`src/rtl/start_rdy_responder.sv`:
```
// start_rdy_responder
//
// Start/ready handshake responder. An initiator pulses START with an operand on
// DIN. The responder then spends BUSY_CYCLES cycles busy with RDY low. It then
// adds the operand into an accumulator, raises DONE for one cycle and returns
// RDY high. A START that arrives while busy is dropped and sets a sticky error
// flag.
//
// Parameters
//   WIDTH        data / accumulator width in bits
//   BUSY_CYCLES  cycles spent busy per job, legal range 1..255
//
// Ports
//   clk    in   rising-edge clock
//   reset  in   asynchronous, active-low reset
//   START  in   job request pulse, sampled on rising clk
//   DIN    in   job operand, sampled together with an accepted START
//   RDY    out  1 = idle or finished, 0 = job in progress
//   DONE   out  one-cycle completion pulse
//   DOUT   out  running sum of operands modulo 2^WIDTH, valid from DONE onward
//   JOBS   out  completed job count, wraps 255 -> 0
//   ERR    out  sticky: START seen while busy
module start_rdy_responder #(
  parameter int unsigned WIDTH       = 8,
  parameter int unsigned BUSY_CYCLES = 4
) (
  input  logic             clk,
  input  logic             reset,
  input  logic             START,
  input  logic [WIDTH-1:0] DIN,
  output logic             RDY,
  output logic             DONE,
  output logic [WIDTH-1:0] DOUT,
  output logic [7:0]       JOBS,
  output logic             ERR
);

  typedef enum logic [1:0] {
    StIdle = 2'b00,
    StBusy = 2'b01,
    StDone = 2'b10
  } state_e;

  // The counter is loaded with BUSY_CYCLES-1 on accept. BUSY then sees the
  // values N-1 down to 0, which is exactly BUSY_CYCLES cycles.
  localparam logic [7:0] CntLoad = 8'(BUSY_CYCLES - 1);

  state_e           state_q, state_d;
  logic [7:0]       cnt_q, cnt_d;
  logic [WIDTH-1:0] operand_q, operand_d;
  logic [WIDTH-1:0] dout_q, dout_d;
  logic [7:0]       jobs_q, jobs_d;
  logic             err_q, err_d;

  always_ff @(posedge clk or negedge reset) begin
    if (!reset) begin
      state_q   <= StIdle;
      cnt_q     <= 8'd0;
      operand_q <= '0;
      dout_q    <= '0;
      jobs_q    <= 8'd0;
      err_q     <= 1'b0;
    end else begin
      state_q   <= state_d;
      cnt_q     <= cnt_d;
      operand_q <= operand_d;
      dout_q    <= dout_d;
      jobs_q    <= jobs_d;
      err_q     <= err_d;
    end
  end

  always_comb begin
    state_d   = state_q;
    cnt_d     = cnt_q;
    operand_d = operand_q;
    dout_d    = dout_q;
    jobs_d    = jobs_q;
    err_d     = err_q;

    unique case (state_q)
      StIdle, StDone: begin
        if (START) begin
          operand_d = DIN;
          cnt_d     = CntLoad;
          state_d   = StBusy;
        end else begin
          state_d   = StIdle;
        end
      end

      StBusy: begin
        // A request while busy leaves the operand and counter alone.
        if (START) begin
          err_d = 1'b1;
        end
        if (cnt_q == 8'd0) begin
          state_d = StDone;
          dout_d  = dout_q + operand_q;
          jobs_d  = jobs_q + 8'd1;
        end else begin
          cnt_d   = cnt_q - 8'd1;
        end
      end

      // Unreachable encoding falls back to idle.
      default: begin
        state_d = StIdle;
      end
    endcase
  end

  // Moore outputs: status decoded from state only, data straight from registers.
  assign RDY  = (state_q == StIdle) || (state_q == StDone);
  assign DONE = (state_q == StDone);
  assign DOUT = dout_q;
  assign JOBS = jobs_q;
  assign ERR  = err_q;

endmodule

```
`config.mk`:
```
export PLATFORM = sky130hd
export DESIGN_NAME = start_rdy_responder
export DESIGN_NICKNAME = d
export VERILOG_FILES = /design/src/rtl/start_rdy_responder.sv
export SDC_FILE = /design/constraint.sdc
export NUM_CORES = 1
export LEC_CHECK = 0
export CAP_MARGIN = 20
export CORE_MARGIN = 2
export CORE_UTILIZATION = 52
export CTS_CLUSTER_DIAMETER = 30
export DETAILED_ROUTE_END_ITERATION = 10
export PLACE_DENSITY = 0.87
export SETUP_SLACK_MARGIN = 0.3
export SLEW_MARGIN = 20
export SYNTH_ARGS = -nofsm -noshare
export SYNTH_HDL_FRONTEND = slang
export SYNTH_SLANG_ARGS = --single-unit
```
`constraint.sdc`:
```
create_clock -name clk -period 2.5 [get_ports clk]
set_input_delay 0.25 -clock clk [delete_from_list [all_inputs] [get_ports clk]]
set_output_delay 0.25 -clock clk [all_outputs]
set_load 0.01 [all_outputs]
```
-- After elaboration in Yosys (flattened, before gate mapping)
Cells that the tools add are included.
- bits in registers: 35
- input port bits: 11
- output and inout port bits: 19
- logic and storage cells: 29
- add/sub/neg operators: 3
- equality and inequality tests: 5
- multiplexer cells: 6
- reductions and logical operators: 9
- operator list (operator ; number):
    $mux W8 ; 2
    $pmux W8 S2 ; 1
    $add A8 B1 Y8 const B ; 1
    $add A8 B8 Y8 ; 1
    $logic_not A8 Y1 ; 1
    $sub A8 B1 Y8 const B ; 1
    $ne A2 B2 Y1 const B ; 3
    $reduce_and A2 Y1 ; 3
    $pmux W2 S2 ; 1
    $reduce_and A3 Y1 ; 1
    $eq A2 B1 Y1 const B ; 1
    $eq A2 B2 Y1 const B ; 1
    $logic_not A2 Y1 ; 1
    $mux W2 ; 1
    $reduce_bool A2 Y1 ; 1
    $reduce_or A2 Y1 ; 1
    $logic_or A1 B1 Y1 ; 1
    $mux W1 ; 1

-- Longest topological paths before layout
- word-level depth: 4
- depth in mapped cells: 8
- depth with buffers taken out: 8

-- Worst setup path after synthesis
OpenSTA, ideal clock, no wires.
- path kind: register -> register
- from: reg dout_q[4], in the netlist DOUT[4]
- to: reg dout_q[7], in the netlist DOUT[7]
- library setup time: 0.079 ns
- data arrival time: 1.761 ns
- required time: 2.421 ns
- slack: 0.660 ns
- cell stages (with the launch flop): 7
- buffers on the path: 0
- clock period less this slack: 1.840 ns
- path through: dfrtp_1 > ha_1 > a21o_1 > a31o_1 > or4_1 > nand2_1 > xor2_1
- cells in the longest elaborated chain, start to end: 1
- ends and longest elaborated chain (what ; line ; text):
    from (decl) ; 51 ; logic [WIDTH-1:0] dout_q, dout_d;
    from (signal assigned) ; 67 ; dout_q <= dout_d;
    $add A8 B8 Y8 ; 99 ; dout_d = dout_q + operand_q;
No other way between the ends.
A chain may end at the register's enable or synchronous reset.

-- Final worst setup path
- from: reg cnt_q[0]
- to: reg dout_q[7], in the netlist DOUT[7]
- cells in the longest elaborated chain, start to end: 2
- ends and longest elaborated chain (what ; line ; text):
    from (decl) ; 49 ; logic [7:0] cnt_q, cnt_d;
    from (signal assigned) ; 65 ; cnt_q <= cnt_d;
    $logic_not A8 Y1 ; 97 ; if (cnt_q == 8'd0) begin
    $reduce_and A2 Y1 (no source line) ; - ;
No other way between the ends.

==> summary.md <==
| Metric | Value |
|---|---|
| Sequential area share after synthesis | `50.7%` |
| Post-CTS Setup Bufs | `0` |
| Pleak | `0.000994 uW` |
| Worst Path Arrival | `2320 ps` |
| Mapped cell area | `1730 sq um` |
| RSZ-0062 raised after global routing | `no` |
| All-Layer GR Usage | `22.2%` |
| Most frequent cells in the layout | `dfrtp_1, clkdlybuf4s50_1, nand2_1` |
| Final setup viols | `0` |
| Drc violations | `0` |
| TritonCTS clock tree | `done` |
| Post-Syn Nets | `182` |
| # IOs | `30` |
| Max rail drop VDD | `0.000848 V` |
| Post-layout util | `69.8%` |
| First-pass GRT wire length | `roughly 6000 microns` |
| Post-synthesis cell type count | `33` |
| Most common cell after layout, fill and taps aside | `dfrtp_1` |
| Longest Clk Path Bufs | `2` |
| Placed instance area | `about 2100 sq um` |
| Post-Synthesis Cells | `160` |
| Initial DRC Count | `48` |
| Rows | `20` |
| Die ar. | `3800 sq um` |
| CTS buffer count | `5` |
| CTS resizes | `0` |
| CP max FO | `6` |
| Post-Route Setup TNS | `0 ps` |
| Final HPWL DP | `2500 microns` |
| Initial Utilization | `55.7%` |
| Fmax | `0.490 GHz` |
| Final #Nets | `218` |
| Hold Buf Count CTS | `0` |
| Clk_lat worst skew | `350 ps` |
| Status | `finished, final reports clean` |
| Core ar. | `approximately 3100 sq um` |
| Vias in the first global route | `1340` |
| Critical Path Start Type | `flip-flop` |
| Total clock sinks | `35` |
| Area Overhead vs Synth | `25.3%` |
| # diodes | `0` |
| H-tree levels | `2` |
| Slew Limit Fails | `0` |
| Die span in y | `61.6 microns` |
| Final cycle utilization of the critical path | `81.6%` |
| Slew @ Worst Pin | `592 ps` |
| Via density | `5.35` |
| Final instance area | `2170 sq um` |
| Port buffer count | `29` |
| Overall Power | `2530 uW` |
| Class of the worst hold path | `in2async` |
| Total wire length | `3470 microns` |
| Setup CP Type | `reg2reg` |
| Chip width | `61.6 microns` |
| Slew HR | `approximately three fifths` |
| Final Hold Vio Count | `0` |
| Wirelength per Cell | `14.4 microns` |
| GPL Wtd Cong | `0.776` |
| Element type at the critical path end | `flip-flop` |
| Max cap viols | `0` |
| Worst endpoint required time | `2780 ps` |
| Drt first pass iters | `4` |
| Pwr per Cell Area | `roughly 1200 nW/um^2` |
| CTS clk-pin slew, worst paths | `approximately 120 ps` |
| Setup Skew | `15.6 ps` |
| Grt ovf | `0` |
| Syn. warnings | `0` |
| Avg Inst Size Synth | `10.8 sq um` |
| Root Buffer Master | `clkbuf_4` |
| Largest net degree at the start of global routing | `36` |
| Final ANT Viol Nets | `0` |
| Vias post-DR | `between 1000 and 1500` |
| Layout cells sized above 1 | `10.2%` |
| Minimum clock period | `around 2000 ps` |
| Synth Register Bits | `35` |
| Initial antenna violation count | `0` |
==> stage by stage <==
stage | hold slack, ps | setup WS (ps) | instances
final | 293 | 460 | 241
after global routing | 331 | 343 | 241
after CTS | 301 | 443 | 241
after detailed placement | 445 | 477 | 233
after global placement | 439 | 647 | 233
after floorplan | -45.6 | 660 | 160
==> registers in the layout, indices dropped and copies added (netlist names) <==
signal and count:
JOBS 8, operand_q 8, ERR 1, state_q 2
cnt_q 8, DOUT 8
==> cell families after synthesis <==
family	after synthesis	share of synthesized area [%]
simple gates	48	14.1
fa+ha+maj	11	8.40
buf+inv	12	2.61
flops	35	50.7
xor+xnor	17	8.62
compound gates	31	11.7
mux	6	3.91
==> power by group <==
group / internal (uW) / leakage, uW / switching, uW
registers: 770 / 0.000440 / 185
logic: 568 / 0.000509 / 591
clock network: 210 / 0.0000452 / 207
==> critical path: stages (launching register included) <==
cell,delay (ps)
dfrtp_1,420
inv_1,90
ha_1,140
nor3b_1,360
nand3_2,200
or4_1,530
nand2_1,90
xor2_1,140
==> layer usage <==
layer	wire length [microns]	track usage [%]	vias up
met2	1760	37.0	27
met1	1500	27.5	636
li1	-	-	625
met5	0	0	-
met3	187	7.35	2
met4	21	6.99	0
==> path summary, 6_finish.rpt <==
| path | cells past startpoint | end | from | slack [ps] |
|---|---|---|---|---|
| setup / recovery | 7 | DOUT[7] | cnt_q[0] | 460 |
| hold / removal | 2 | cnt_q[2] | reset | 290 |
| setup reg to reg | 7 | DOUT[7] | cnt_q[0] | 460 |
| hold reg to reg | 1 | ERR | ERR | 470 |
| max in group asynchronous | 2 | DOUT[1] | reset | 1890 |
| min in group clk | 1 | ERR | ERR | 470 |
==> cell type report <==
cell class                      count  area [sq um]
Tap cell                           44          55.1
Sequential cell                    35           876
Fill cell                         247           937
Inverter                            9          33.8
Timing Repair Buffer               32           313
Clock buffer                        5          37.5
Multi-Input combinational cell    113           807
Clock inverter                      3          43.8
==> synth_stat cells <==
| library cell | count | area share [%] |
|---|---|---|
| ha_1 | 10 | 7.2 |
| xor2_1 | 10 | 5.1 |
| o2111ai_1 | 1 | 0.51 |
| nand4_1 | 3 | 1.1 |
| a31oi_1 | 2 | 0.72 |
| o21ai_0 | 10 | 2.9 |
| mux2_2 | 6 | 3.9 |
| and3_1 | 1 | 0.36 |
| o31ai_1 | 1 | 0.43 |
| clkbuf_1 | 3 | 0.65 |
| nand3_2 | 1 | 0.58 |
| nor4_4 | 1 | 1.2 |
| nand2_1 | 16 | 3.5 |
| a31o_1 | 1 | 0.51 |
| a21o_1 | 4 | 1.7 |
| or4_1 | 1 | 0.43 |
| nor3b_1 | 2 | 0.87 |
| a21boi_0 | 1 | 0.43 |
| a211oi_1 | 1 | 0.43 |
| or2_2 | 1 | 0.36 |
| dfrtp_1 | 35 | 51 |
| inv_1 | 9 | 2.0 |
| o31a_1 | 1 | 0.51 |
| nor2b_1 | 4 | 1.4 |
| o211ai_1 | 4 | 1.7 |
| fa_1 | 1 | 1.2 |
| nor2_1 | 13 | 2.8 |
| xnor2_1 | 7 | 3.5 |
| a21boi_1 | 1 | 0.43 |
| nand3_1 | 4 | 1.2 |
| a21oi_1 | 3 | 0.87 |
| o21a_1 | 1 | 0.43 |
| nor3_1 | 1 | 0.29 |
Note: power is estimated with default switching activity, not from simulation.
